<file path="src/rtl/cl_stream_ctl_regs_pkg.sv">
// Shared constants for the streaming control block: register offsets, bit
// positions within CTRL/STATUS and the run-control state encoding.
package cl_stream_pkg;

    localparam logic [7:0] REG_CTRL      = 8'h00;
    localparam logic [7:0] REG_STATUS    = 8'h04;
    localparam logic [7:0] REG_LEN       = 8'h08;
    localparam logic [7:0] REG_TIMEOUT   = 8'h0C;
    localparam logic [7:0] REG_BEAT_CNT  = 8'h10;
    localparam logic [7:0] REG_CYCLE_CNT = 8'h14;
    localparam logic [7:0] REG_SCRATCH   = 8'h18;

    localparam int CTRL_START_BIT  = 0;
    localparam int CTRL_ABORT_BIT  = 1;
    localparam int CTRL_IRQ_EN_BIT = 2;

    localparam int STATUS_ACTIVE_BIT  = 0;
    localparam int STATUS_DONE_BIT    = 1;
    localparam int STATUS_TIMEOUT_BIT = 2;

    localparam logic [31:0] DEADBEEF = 32'hDEAD_BEEF;

    typedef enum logic [1:0] {
        ST_IDLE  = 2'd0,
        ST_RUN   = 2'd1,
        ST_FLUSH = 2'd2
    } stream_state_t;

endpackage

</file>
<file path="src/rtl/cl_stream_ctl_regs_if.sv">
// Single-cycle wr/rd pulse bus from the OCL slave; the register block sees
// the request side as inputs and returns ack/rdata.
interface cfg_bus_t;

    logic [31:0] addr;
    logic [31:0] wdata;
    logic        wr;
    logic        rd;
    logic        ack;
    logic [31:0] rdata;

    modport master (input addr, wdata, wr, rd, output ack, rdata);
    modport slave  (output addr, wdata, wr, rd, input ack, rdata);

endinterface

</file>
<file path="src/rtl/cl_stream_ctl_regs_sat_cnt.sv">
// Up-counter with synchronous clear that sticks at all-ones instead of wrapping.
module cl_sat_cnt #(
    parameter int unsigned W = 32
) (
    input  logic         clk,
    input  logic         sync_rst_n,
    input  logic         clr,
    input  logic         inc,
    output logic [W-1:0] cnt
);

    always_ff @(posedge clk or negedge sync_rst_n) begin
        if (!sync_rst_n) begin
            cnt <= '0;
        end else if (clr) begin
            cnt <= '0;
        end else if (inc && (cnt != '1)) begin
            cnt <= cnt + W'(1);
        end
    end

endmodule

</file>
<file path="src/rtl/cl_stream_ctl_regs.sv">
// Streaming control/status registers and the IDLE/RUN/FLUSH run-control FSM
// that sequences the datapath stream engine.
module cl_stream_ctl_regs
    import cl_stream_pkg::*;
#(
    parameter int unsigned      CNT_W       = 32,
    parameter logic [CNT_W-1:0] TIMEOUT_RST = '0
) (
    input  logic             clk,
    input  logic             sync_rst_n,
    input  logic             sh_cl_flr_assert_q,
    cfg_bus_t.master         cfg_bus,
    input  logic             strm_beat,
    input  logic             strm_idle,
    output logic             strm_start,
    output logic             strm_abort,
    output logic             strm_active,
    output logic [CNT_W-1:0] strm_len,
    output logic             strm_finished,
    output logic             irq_req
);

    stream_state_t    state, state_nxt;
    logic [CNT_W-1:0] len_q, tmo_q, beat_cnt, cycle_cnt, beat_plus;
    logic [31:0]      scratch_q, rd_val;
    logic [7:0]       offs;
    logic             addr_unused;
    logic             irq_en_q, done_q, tout_q;
    logic             wr_go, rd_go, wr_ctrl, wr_status;
    logic             start_req, abort_req, timeout_hit;
    logic             start_nxt, abort_nxt, finished_nxt;
    logic             done_set, tout_set, run_clr, cnt_clr;

    assign offs        = cfg_bus.addr[7:0];
    assign addr_unused = ^cfg_bus.addr[31:8];
    assign wr_go       = cfg_bus.wr;
    assign rd_go       = cfg_bus.rd & ~cfg_bus.wr;
    assign wr_ctrl     = wr_go && (offs == REG_CTRL);
    assign wr_status   = wr_go && (offs == REG_STATUS);
    assign start_req   = wr_ctrl && cfg_bus.wdata[CTRL_START_BIT];
    assign abort_req   = wr_ctrl && cfg_bus.wdata[CTRL_ABORT_BIT];

    // Completion compares against the beat count including this cycle's beat.
    assign beat_plus   = (strm_beat && (beat_cnt != '1)) ? beat_cnt + CNT_W'(1) : beat_cnt;
    assign timeout_hit = (tmo_q != '0) && (cycle_cnt == tmo_q - CNT_W'(1));

    assign strm_active = (state != ST_IDLE);
    assign strm_len    = len_q;
    assign irq_req     = irq_en_q & (done_q | tout_q);

    always_comb begin
        state_nxt    = state;
        start_nxt    = 1'b0;
        abort_nxt    = 1'b0;
        finished_nxt = 1'b0;
        done_set     = 1'b0;
        tout_set     = 1'b0;
        run_clr      = 1'b0;
        case (state)
            ST_IDLE: begin
                if (start_req) begin
                    state_nxt = ST_RUN;
                    start_nxt = 1'b1;
                    run_clr   = 1'b1;
                end
            end
            ST_RUN: begin
                if (beat_plus == len_q) begin
                    state_nxt    = ST_IDLE;
                    finished_nxt = 1'b1;
                    done_set     = 1'b1;
                end else if (abort_req || timeout_hit) begin
                    state_nxt = ST_FLUSH;
                    abort_nxt = 1'b1;
                    tout_set  = timeout_hit;
                end
            end
            ST_FLUSH: begin
                if (strm_idle) begin
                    state_nxt    = ST_IDLE;
                    finished_nxt = 1'b1;
                end
            end
            default: state_nxt = ST_IDLE;
        endcase
        // FLR silently parks the FSM: no completion or abort pulses escape.
        if (sh_cl_flr_assert_q) begin
            state_nxt    = ST_IDLE;
            start_nxt    = 1'b0;
            abort_nxt    = 1'b0;
            finished_nxt = 1'b0;
            done_set     = 1'b0;
            tout_set     = 1'b0;
            run_clr      = 1'b0;
        end
    end

    assign cnt_clr = run_clr | sh_cl_flr_assert_q;

    always_ff @(posedge clk or negedge sync_rst_n) begin
        if (!sync_rst_n) begin
            state         <= ST_IDLE;
            strm_start    <= 1'b0;
            strm_abort    <= 1'b0;
            strm_finished <= 1'b0;
        end else begin
            state         <= state_nxt;
            strm_start    <= start_nxt;
            strm_abort    <= abort_nxt;
            strm_finished <= finished_nxt;
        end
    end

    cl_sat_cnt #(.W(CNT_W)) u_beat_cnt (
        .clk        (clk),
        .sync_rst_n (sync_rst_n),
        .clr        (cnt_clr),
        .inc        (strm_beat && (state != ST_IDLE)),
        .cnt        (beat_cnt)
    );

    cl_sat_cnt #(.W(CNT_W)) u_cycle_cnt (
        .clk        (clk),
        .sync_rst_n (sync_rst_n),
        .clr        (cnt_clr),
        .inc        (state != ST_IDLE),
        .cnt        (cycle_cnt)
    );

    // Hardware set beats a same-cycle W1C of the same bit.
    always_ff @(posedge clk or negedge sync_rst_n) begin
        if (!sync_rst_n) begin
            done_q <= 1'b0;
            tout_q <= 1'b0;
        end else if (cnt_clr) begin
            done_q <= 1'b0;
            tout_q <= 1'b0;
        end else begin
            done_q <= done_set | (done_q & ~(wr_status & cfg_bus.wdata[STATUS_DONE_BIT]));
            tout_q <= tout_set | (tout_q & ~(wr_status & cfg_bus.wdata[STATUS_TIMEOUT_BIT]));
        end
    end

    // LEN/TIMEOUT are frozen while the engine is running so strm_len stays stable.
    always_ff @(posedge clk or negedge sync_rst_n) begin
        if (!sync_rst_n) begin
            len_q     <= '0;
            tmo_q     <= TIMEOUT_RST;
            scratch_q <= '0;
            irq_en_q  <= 1'b0;
        end else if (wr_go) begin
            case (offs)
                REG_CTRL:    irq_en_q <= cfg_bus.wdata[CTRL_IRQ_EN_BIT];
                REG_LEN:     if (state == ST_IDLE) len_q <= cfg_bus.wdata[CNT_W-1:0];
                REG_TIMEOUT: if (state == ST_IDLE) tmo_q <= cfg_bus.wdata[CNT_W-1:0];
                REG_SCRATCH: scratch_q <= cfg_bus.wdata;
                default:     ;
            endcase
        end
    end

    always_comb begin
        rd_val = DEADBEEF;
        case (offs)
            REG_CTRL: begin
                rd_val                  = '0;
                rd_val[CTRL_IRQ_EN_BIT] = irq_en_q;
            end
            REG_STATUS: begin
                rd_val                     = '0;
                rd_val[STATUS_ACTIVE_BIT]  = strm_active;
                rd_val[STATUS_DONE_BIT]    = done_q;
                rd_val[STATUS_TIMEOUT_BIT] = tout_q;
            end
            REG_LEN:       rd_val = 32'(len_q);
            REG_TIMEOUT:   rd_val = 32'(tmo_q);
            REG_BEAT_CNT:  rd_val = 32'(beat_cnt);
            REG_CYCLE_CNT: rd_val = 32'(cycle_cnt);
            REG_SCRATCH:   rd_val = scratch_q;
            default:       ;
        endcase
    end

    always_ff @(posedge clk or negedge sync_rst_n) begin
        if (!sync_rst_n) begin
            cfg_bus.ack   <= 1'b0;
            cfg_bus.rdata <= '0;
        end else begin
            cfg_bus.ack   <= wr_go | rd_go;
            cfg_bus.rdata <= rd_go ? rd_val : '0;
        end
    end

endmodule
</file>
<file path="src/flat_wrapper.sv">
// flat-port wrapper written by rule: the top's interface ports become plain ports
module cl_stream_ctl_regs_flat import cl_stream_pkg::*;
#(
    parameter int unsigned      CNT_W       = 32,
    parameter logic [CNT_W-1:0] TIMEOUT_RST = '0
)
  (clk, sync_rst_n, sh_cl_flr_assert_q, strm_beat, strm_idle, strm_start, strm_abort, strm_active, strm_len, strm_finished, irq_req, cfg_bus_addr, cfg_bus_wdata, cfg_bus_wr, cfg_bus_rd, cfg_bus_ack, cfg_bus_rdata);
  cfg_bus_t cfg_bus_i ();
  input  logic clk;
  input  logic sync_rst_n;
  input  logic sh_cl_flr_assert_q;
  input  logic strm_beat;
  input  logic strm_idle;
  output logic strm_start;
  output logic strm_abort;
  output logic strm_active;
  output logic [CNT_W-1:0] strm_len;
  output logic strm_finished;
  output logic irq_req;
  input wire logic [$bits(cfg_bus_i.addr)-1:0] cfg_bus_addr;
  input wire logic [$bits(cfg_bus_i.wdata)-1:0] cfg_bus_wdata;
  input wire logic [$bits(cfg_bus_i.wr)-1:0] cfg_bus_wr;
  input wire logic [$bits(cfg_bus_i.rd)-1:0] cfg_bus_rd;
  output wire logic [$bits(cfg_bus_i.ack)-1:0] cfg_bus_ack;
  output wire logic [$bits(cfg_bus_i.rdata)-1:0] cfg_bus_rdata;
  assign cfg_bus_i.addr = cfg_bus_addr;
  assign cfg_bus_i.wdata = cfg_bus_wdata;
  assign cfg_bus_i.wr = cfg_bus_wr;
  assign cfg_bus_i.rd = cfg_bus_rd;
  assign cfg_bus_ack = cfg_bus_i.ack;
  assign cfg_bus_rdata = cfg_bus_i.rdata;
  cl_stream_ctl_regs #(.CNT_W(CNT_W), .TIMEOUT_RST(TIMEOUT_RST)) u_core (.clk(clk), .sync_rst_n(sync_rst_n), .sh_cl_flr_assert_q(sh_cl_flr_assert_q), .cfg_bus(cfg_bus_i), .strm_beat(strm_beat), .strm_idle(strm_idle), .strm_start(strm_start), .strm_abort(strm_abort), .strm_active(strm_active), .strm_len(strm_len), .strm_finished(strm_finished), .irq_req(irq_req));
endmodule
</file>
<file path="config.mk">
export PLATFORM = sky130hd
export DESIGN_NAME = cl_stream_ctl_regs_flat
export DESIGN_NICKNAME = d
export VERILOG_FILES = /design/src/rtl/cl_stream_ctl_regs_pkg.sv /design/src/rtl/cl_stream_ctl_regs_if.sv /design/src/rtl/cl_stream_ctl_regs_sat_cnt.sv /design/src/rtl/cl_stream_ctl_regs.sv /design/src/flat_wrapper.sv
export SDC_FILE = /design/constraint.sdc
export NUM_CORES = 1
export LEC_CHECK = 0
export BUFFER_PORTS_ARGS = -buffer_cell sky130_fd_sc_hd__buf_4
export CORE_ASPECT_RATIO = 1.5
export CORE_MARGIN = 2
export CORE_UTILIZATION = 30
export DETAILED_ROUTE_END_ITERATION = 12
export HOLD_SLACK_MARGIN = 0.05
export SLEW_MARGIN = 20
export SYNTH_ARGS = -nofsm -noshare
export SYNTH_HDL_FRONTEND = slang
export SYNTH_HIERARCHICAL = 1
export SYNTH_SLANG_ARGS = --single-unit
</file>
<file path="constraint.sdc">
create_clock -name clk -period 8.98 [get_ports clk]
set_input_delay 0 -clock clk [delete_from_list [all_inputs] [get_ports clk]]
set_output_delay 0 -clock clk [all_outputs]
set_load 0.02 [all_outputs]
</file>
==> results of run 1 <==
-- final timing paths --
path | slack (ns) | cells past startpoint | endpoint
max | 4.12 | 12 | u_core/state[1]
min | 0.07 | 2 | u_core/cfg_bus.rdata[26]
max reg2reg | 4.12 | 12 | u_core/state[1]
min reg2reg | 0.51 | 1 | u_core/scratch_q[10]
max in group asynchronous | 6.87 | 4 | u_core/u_cycle_cnt/cnt[6]
min in group clk | 0.08 | 4 | u_core/cfg_bus.rdata[2]
-- stage by stage --
step	utilization	power, mW	hold WS [ns]	setup slack, ns	std cells
2_1_floorplan	-	1.10	-0.296	5.74	1281
3_3_place_gp	0.334	1.21	0.0771	4.84	1847
3_5_place_dp	0.334	1.21	0.0869	4.80	1847
4_1_cts	0.360	2.08	0.0594	4.25	1924
5_1_grt	0.360	2.13	0.125	3.91	1924
6_report	0.360	2.06	0.0721	4.12	1924
-- state kept, by name, summed over array words and instances (netlist names) --
register	cells
u_core/tout_q	1
u_core/strm_start	1
u_core/strm_abort	1
u_core/cfg_bus.ack	1
u_core/strm_len	32
u_core/strm_finished	1
u_core/done_q	1
u_core/u_cycle_cnt/cnt	32
u_core/state	2
u_core/tmo_q	32
u_core/u_beat_cnt/cnt	32
u_core/irq_en_q	1
u_core/scratch_q	32
u_core/cfg_bus.rdata	32
-- cells in the final DEF (no fill, tap or decap), types with 7 or more instances in the layout --
cell and n:
sky130_fd_sc_hd__a211oi_1 10, sky130_fd_sc_hd__a21oi_1 81, sky130_fd_sc_hd__a22oi_1 54, sky130_fd_sc_hd__a31oi_1 30, sky130_fd_sc_hd__and2_1 12, sky130_fd_sc_hd__and3_1 30
sky130_fd_sc_hd__and4_1 12, sky130_fd_sc_hd__buf_4 128, sky130_fd_sc_hd__clkbuf_16 21, sky130_fd_sc_hd__dfrtp_1 201, sky130_fd_sc_hd__dlygate4sd3_1 42, sky130_fd_sc_hd__ha_1 8
sky130_fd_sc_hd__inv_1 23, sky130_fd_sc_hd__mux2_2 103, sky130_fd_sc_hd__mux2i_1 17, sky130_fd_sc_hd__nand2_1 76, sky130_fd_sc_hd__nand2b_1 16, sky130_fd_sc_hd__nand3_1 51
sky130_fd_sc_hd__nand4_1 34, sky130_fd_sc_hd__nor2_1 71, sky130_fd_sc_hd__nor2b_1 17, sky130_fd_sc_hd__nor3_1 27, sky130_fd_sc_hd__nor3b_1 9, sky130_fd_sc_hd__nor4_1 24
sky130_fd_sc_hd__o21ai_0 51, sky130_fd_sc_hd__o31ai_1 7, sky130_fd_sc_hd__or2_2 7, sky130_fd_sc_hd__or3_1 23, sky130_fd_sc_hd__or4_1 12, sky130_fd_sc_hd__xnor2_1 68
sky130_fd_sc_hd__xor2_1 39
-- cell type report --
type / count / share of cell area
Sequential cell: 201 / 0.341
Tap cell: 511 / 0.0434
Multi-Input combinational cell: 983 / 0.471
Clock inverter: 7 / 0.00450
Clock buffer: 28 / 0.0395
Timing Repair Buffer: 171 / 0.0947
Inverter: 23 / 0.00586
-- cells by family (layout without fill, tap and decap cells) --
logic type / Yosys count / in the layout / synth area share
compound gates: 291 / 291 / 0.157
xor+xnor: 107 / 107 / 0.0758
fa+ha+maj: 8 / 8 / 0.00810
buf+inv: 97 / 229 / 0.0323
flops: 201 / 201 / 0.407
mux: 121 / 121 / 0.109
simple gates: 456 / 456 / 0.211
-- per-layer routing --
metal | GRT usage | vias to the layer above | part of all wire
met1 | 0.213 | 5507 | 0.36
met3 | 0.0202 | 115 | 0.051
li1 | - | 5011 | -
met5 | 0 | - | 0
met2 | 0.357 | 426 | 0.53
met4 | 0.115 | 0 | 0.060
-- timing repair --
| action | CTS | global route |
|---|---|---|
| hold buffers | 42 | 0 |
| endpoints found under the hold margin | 187 | 0 |
| gates resized for setup | 0 | 0 |
-- where the power goes --
part / total, mW / leakage [nW] / internal, mW / switching [mW]
clock: 0.849 / 0.319 / 0.482 / 0.367
sequential: 0.973 / 2.74 / 0.933 / 0.0404
combinational: 0.234 / 3.14 / 0.103 / 0.131
total: 2.06 / 6.19 / 1.52 / 0.539
-- worst max-delay path: stages (launching register included) --
cell	delay, ns
sky130_fd_sc_hd__dfrtp_1	0.61
sky130_fd_sc_hd__ha_1	0.32
sky130_fd_sc_hd__and4_1	0.39
sky130_fd_sc_hd__nand3_1	0.21
sky130_fd_sc_hd__o31ai_1	0.86
sky130_fd_sc_hd__o211ai_1	0.20
sky130_fd_sc_hd__a222oi_1	0.39
sky130_fd_sc_hd__and4_1	0.25
sky130_fd_sc_hd__nand4_2	0.14
sky130_fd_sc_hd__nor4_4	0.51
sky130_fd_sc_hd__nand2b_1	0.19
sky130_fd_sc_hd__a211oi_1	0.07
sky130_fd_sc_hd__dlygate4sd3_1	0.57
==> reports/summary.md, run 1 <==
## Global routing
- **maximum number of pins on one net before global-route repair** 83
- **residual overflow from global routing** 0
- **global-route wire length before repair** 63.8 mm
- **via count of the first global-routing pass** 10800
- **overall fraction of global-route tracks in use** 0.194
- **number of antenna violations at the first check in global routing** 0

## Route
- **Initial DRT Pass Iterations** 5
- **average detailed-routed wire length per instance** 22.0 µm
- **DRT Wirelength** 42.3 mm
- **per-cell via count in the routed design** 5.75
- **via total after detailed routing** 11100
- **DRC violations left** 0
- **Routed Antenna Nets** 0
- **starting DRC count in detailed routing** 854

## Die
- **placeable core region** 40900 µm²
- **floorplan die area** 42900 µm²
- **width of the chip** 170 µm
- **std cell rows** 91
- **Top Ports** 141
- **initial cell density of the core** 0.302
- **DIE HEIGHT** 253 µm

## Synthesis
- **cell with the most instances after synthesis** sky130_fd_sc_hd__dfrtp_1
- **Synthesized Nets** 1360
- **dominant synthesized flop cell** sky130_fd_sc_hd__dfrtp_1
- **instance count of the mapped netlist** 1281
- **flip-flop and latch count after synthesis** 201
- **average size of a mapped cell** 9.65 µm²
- **area of the mapped netlist** 12400 µm²
- **cells taking the most area after synthesis** sky130_fd_sc_hd__dfrtp_1 (41%), sky130_fd_sc_hd__mux2_2 (9.4%), sky130_fd_sc_hd__xnor2_1 (4.8%), sky130_fd_sc_hd__a21oi_1 (3.3%), sky130_fd_sc_hd__a22oi_1 (3.3%)
- **Yosys top cell area share** 0.407
- **count of synthesis-stage warnings from yosys** 6
- **Yosys top cell by area** sky130_fd_sc_hd__dfrtp_1
- **Async SR Flop Fraction** 1.00
- **number of enable-type register cells in the synthesized netlist** 0
- **Post-synth top cells** sky130_fd_sc_hd__dfrtp_1 (201), sky130_fd_sc_hd__mux2_2 (103), sky130_fd_sc_hd__a21oi_1 (81), sky130_fd_sc_hd__nand2_1 (76), sky130_fd_sc_hd__nor2_1 (71)
- **unique cell type count in the Yosys netlist** 80
- **register area share after synthesis** 0.407

## Flow run
- **max-cap violations** 0

## Timing
- **setup TNS** 0 ns
- **pin slew with the least headroom to its limit** 1.15 ns
- **post-route clock skew** 0.0138 ns
- **final cycle utilization of the critical path** 0.541
- **fin. max-slew vios** 0
- **clock period minus final worst setup slack** 4.86 ns
- **top achievable clock speed** 206 MHz
- **worst relative slew slack** 0.232
- **Final Hold Fails** 0
- **endpoints failing setup** 0
- **unrepaired setup endpoints after global routing** no

## Placement
- **Final Wtd Congestion** 0.968
- **port buffer count** 116
- **Placed Instance Area** 13700 µm²
- **half-perimeter wire length after placement** 30.8 mm

## Finish
- **count of antenna diodes in the layout** 0
- **number of inserted filler cells in the final layout** 4059
- **net count reported at finish** 1479
- **area of the multi-input gates** 6940 µm²
- **fraction of layout instances using a drive strength above 1** 0.213
- **relative area change from synthesis to final layout** 19.2%
- **final std cell area, no fill** 14700 µm²
- **Seq. cell area** 5030 µm²

## Pwr
- **IR Drop Worst-Case VDD** 120 µV
- **static leakage** 6.19 nW
- **cell area power density** 140 nW/µm²

## CTS
- **Inserted Clock Buffers** 20
- **TritonCTS clock tree** yes
- **Clock Pin Slew Worst Setup and Hold Paths** 0.06 ns
- **number of setup buffers added after CTS** 0
- **CTS sink cnt** 201
- **root buf cell** sky130_fd_sc_hd__clkbuf_16
- **worst skew pair latency** 0.52 ns
- **CTS H-tree lvls** 1
- **number of buffers between clock root and the deepest sink** 3

## Setup path
- **arrival time of the worst setup path** 5.26 ns
- **capturing element type of the critical path** register
- **first element of the critical path** u_core/u_beat_cnt/cnt[1]
- **highest fanout seen on the critical path** 10
- **required time at the endpoint of the critical path** 9.38 ns
- **FF-to-FF Start** u_core/u_beat_cnt/cnt[1]
- **crit path kind** reg2reg
- **type of element launching the critical path** register

## Min path
- **Tightest Hold Check Type** in2async

## Status
- **result of the run** complete, no violations

(Power assumes the default switching activity.)
==> run 2, diff against run 1 <==
clock period = 4.6 ns   (was 8.98 ns; I/O delays follow)
==> run 2 against run 1 <==
Net effect: worst setup slack worse by 4.0 ns; first-iteration DRC count increased by 20%; sequential share of layout area shrank 0.60 points; final area grew 1.8%; clock power increased by 110%; combinational power rose by 100%.
==> reports/summary.md, run 2 (synthesis results as in run 1) <==
## Global routing
- **residual overflow from global routing** 0, unchanged
- **global-route wire length before repair** 66.1 mm, +3.6%
- **number of antenna violations at the first check in global routing** 0, unchanged
- **overall fraction of global-route tracks in use** 0.201, +0.00719
- **maximum number of pins on one net before global-route repair** 123, +48%
- **via count of the first global-routing pass** 11200, +4.3%

## Route
- **via total after detailed routing** 11200, +1.5%
- **per-cell via count in the routed design** 5.75, about the same
- **DRT Wirelength** 44.2 mm, +4.6%
- **Routed Antenna Nets** 0, unchanged
- **DRC violations left** 0, unchanged
- **average detailed-routed wire length per instance** 22.6 µm, +3.1%
- **starting DRC count in detailed routing** 1028, +20%
- **Initial DRT Pass Iterations** 6, +1

## CTS
- **worst skew pair latency** 0.53 ns, about the same
- **CTS sink cnt** 201, unchanged
- **CTS H-tree lvls** 1, unchanged
- **number of buffers inserted for hold repair after clock tree synthesis** 43, +2.4%
- **root buf cell** sky130_fd_sc_hd__clkbuf_16
- **Clock Pin Slew Worst Setup and Hold Paths** 0.06 ns, about the same
- **number of buffers between clock root and the deepest sink** 3, unchanged
- **TritonCTS clock tree** yes
- **number of gates given a new drive strength after cts** 0, unchanged
- **Inserted Clock Buffers** 20, unchanged
- **number of setup buffers added after CTS** 0, unchanged

## Pwr
- **fraction of power spent switching nets** 0.269, +0.00712
- **cell area power density** 275 nW/µm², +97%
- **share of power burned in registers** 0.460, -0.013
- **combinational group share of total power** 0.114, about the same
- **IR Drop Worst-Case VDD** 250 µV, +110%
- **static leakage** 6.37 nW, +2.9%
- **proportion of power drawn by the clock network** 0.426, +0.013
- **Power, Total** 4.13 mW, +100%
- **net load switching power** 1.11 mW, +110%
- **internal power component** 3.02 mW, +99%

## Timing
- **pin slew with the least headroom to its limit** 1.11 ns, -0.0423 ns
- **fin. max-slew vios** 0, unchanged
- **final cycle utilization of the critical path** 0.968, +0.426
- **setup TNS** 0 ns, unchanged
- **clock period minus final worst setup slack** 4.45 ns, -0.410 ns
- **Final Hold Fails** 0, unchanged
- **top achievable clock speed** 225 MHz, +9.2%
- **worst relative slew slack** 0.261, +0.0282
- **endpoints failing setup** 0, unchanged
- **unrepaired setup endpoints after global routing** no
- **post-route clock skew** 0.0139 ns, +0.0000835 ns

## Die
- **placeable core region** 40900 µm², unchanged
- **std cell rows** 91, unchanged
- **DIE HEIGHT** 253 µm, unchanged
- **initial cell density of the core** 0.302, unchanged
- **Top Ports** 141, unchanged
- **floorplan die area** 42900 µm², unchanged
- **width of the chip** 170 µm, unchanged

## Finish
- **Seq. cell area** 5030 µm², unchanged
- **count of antenna diodes in the layout** 0, unchanged
- **most frequent standard cell in the layout excluding fill and tap cells** sky130_fd_sc_hd__dfrtp_1
- **number of inserted filler cells in the final layout** 4063, +0.099%
- **area of the multi-input gates** 6940 µm², unchanged
- **net count reported at finish** 1506, +1.8%
- **top library cells by usage in the layout, fill and taps aside** sky130_fd_sc_hd__dfrtp_1 (201), sky130_fd_sc_hd__buf_4 (152), sky130_fd_sc_hd__mux2_2 (103)
- **relative area change from synthesis to final layout** 21.4%
- **fraction of layout instances using a drive strength above 1** 0.229, +0.0161
- **final std cell area, no fill** 15000 µm², +1.8%

## Setup path
- **highest fanout seen on the critical path** 8, -2
- **first element of the critical path** u_core/u_beat_cnt/cnt[0]
- **arrival time of the worst setup path** 4.86 ns, -0.40 ns
- **capturing element type of the critical path** register
- **Reg-to-Reg End** u_core/state[1]
- **flop-to-flop setup slack** 0.15 ns, -3.97 ns
- **depth of the worst register-to-register path** 13, +1
- **required time at the endpoint of the critical path** 5.01 ns, -4.37 ns
- **FF-to-FF Start** u_core/u_beat_cnt/cnt[0]
- **type of element launching the critical path** register
- **crit path kind** reg2reg
- **endpoint of the most critical setup path** u_core/state[1]

## Flow run
- **max-cap violations** 0, unchanged

## Placement
- **Placed Instance Area** 13900 µm², +1.6%
- **half-perimeter wire length after placement** 32.1 mm, +4.3%
- **Final Wtd Congestion** 0.964, -0.40%
- **port buffer count** 116, unchanged

## Min path
- **Tightest Hold Check Type** in2async

## Status
- **result of the run** complete, no violations

run 2: cell count changes in the layout (fill, tap and decap cells not counted), sizes merged:
cell         before  now
clkinv            5    4
dlygate4sd3      42   43
buf             128  154
bufinv            1    2
clkbuf           29   25
inv              23   27
run 2: how the worst min path moves through the flow:
stage / to / slack (ns) / cells after the start
2_1_floorplan: u_core/cfg_bus.ack / -0.30 / 0
6_report: u_core/cfg_bus.rdata[18] / 0.07 / 2
5_1_grt: u_core/cfg_bus.rdata[2] / 0.1 / 4
3_5_place_dp: u_core/strm_len[21] / 0.09 / 1
3_3_place_gp: u_core/strm_len[23] / 0.08 / 1
4_1_cts: u_core/cfg_bus.rdata[2] / 0.06 / 4
run 2: metal layers:
metal | part of all wire | global-route usage
met1 | 0.37 | 0.223
met2 | 0.51 | 0.362
met3 | 0.053 | 0.0246
met4 | 0.066 | 0.128
met5 | 0 | 0
run 2: layout make-up:
cell class	instances	share of cell area
Clock buffer	24	0.0371
Sequential cell	201	0.335
Tap cell	511	0.0426
Multi-Input combinational cell	983	0.462
Inverter	23	0.00576
Clock inverter	11	0.00843
Timing Repair Buffer	198	0.108
run 2: worst max-delay path, stage by stage (launching register included):
cell	delay (ns)
sky130_fd_sc_hd__dfrtp_1	0.38
sky130_fd_sc_hd__ha_1	0.28
sky130_fd_sc_hd__and4_1	0.32
sky130_fd_sc_hd__and4_1	0.31
sky130_fd_sc_hd__a31oi_1	0.68
sky130_fd_sc_hd__buf_4	0.24
sky130_fd_sc_hd__nand3_1	0.07
sky130_fd_sc_hd__a222oi_1	0.37
sky130_fd_sc_hd__and4_1	0.25
sky130_fd_sc_hd__nand4_2	0.14
sky130_fd_sc_hd__nor4_4	0.47
sky130_fd_sc_hd__nand2b_1	0.19
sky130_fd_sc_hd__a211oi_1	0.07
sky130_fd_sc_hd__dlygate4sd3_1	0.55
run 2: power groups by stage:
stage          Sequential (mW)  Combinational (mW)  Clock, mW
6_report                  1.90               0.469       1.76
2_1_floorplan             1.92               0.220          0
4_1_cts                   1.90               0.469       1.80
5_1_grt                   1.90               0.502       1.86
3_3_place_gp              1.93               0.435          0
3_5_place_dp              1.93               0.439          0
run 2: metrics by stage:
step                 util  setup slack (ns)  hold WS, ns  instances
global placement    0.340             0.729       0.0843       1873
CTS                 0.367             0.194       0.0618       1951
floorplan               -              1.36       -0.296       1281
detailed placement  0.340             0.710       0.0884       1873
global route        0.367            0.0194       0.0970       1951
finish              0.367             0.148       0.0724       1951
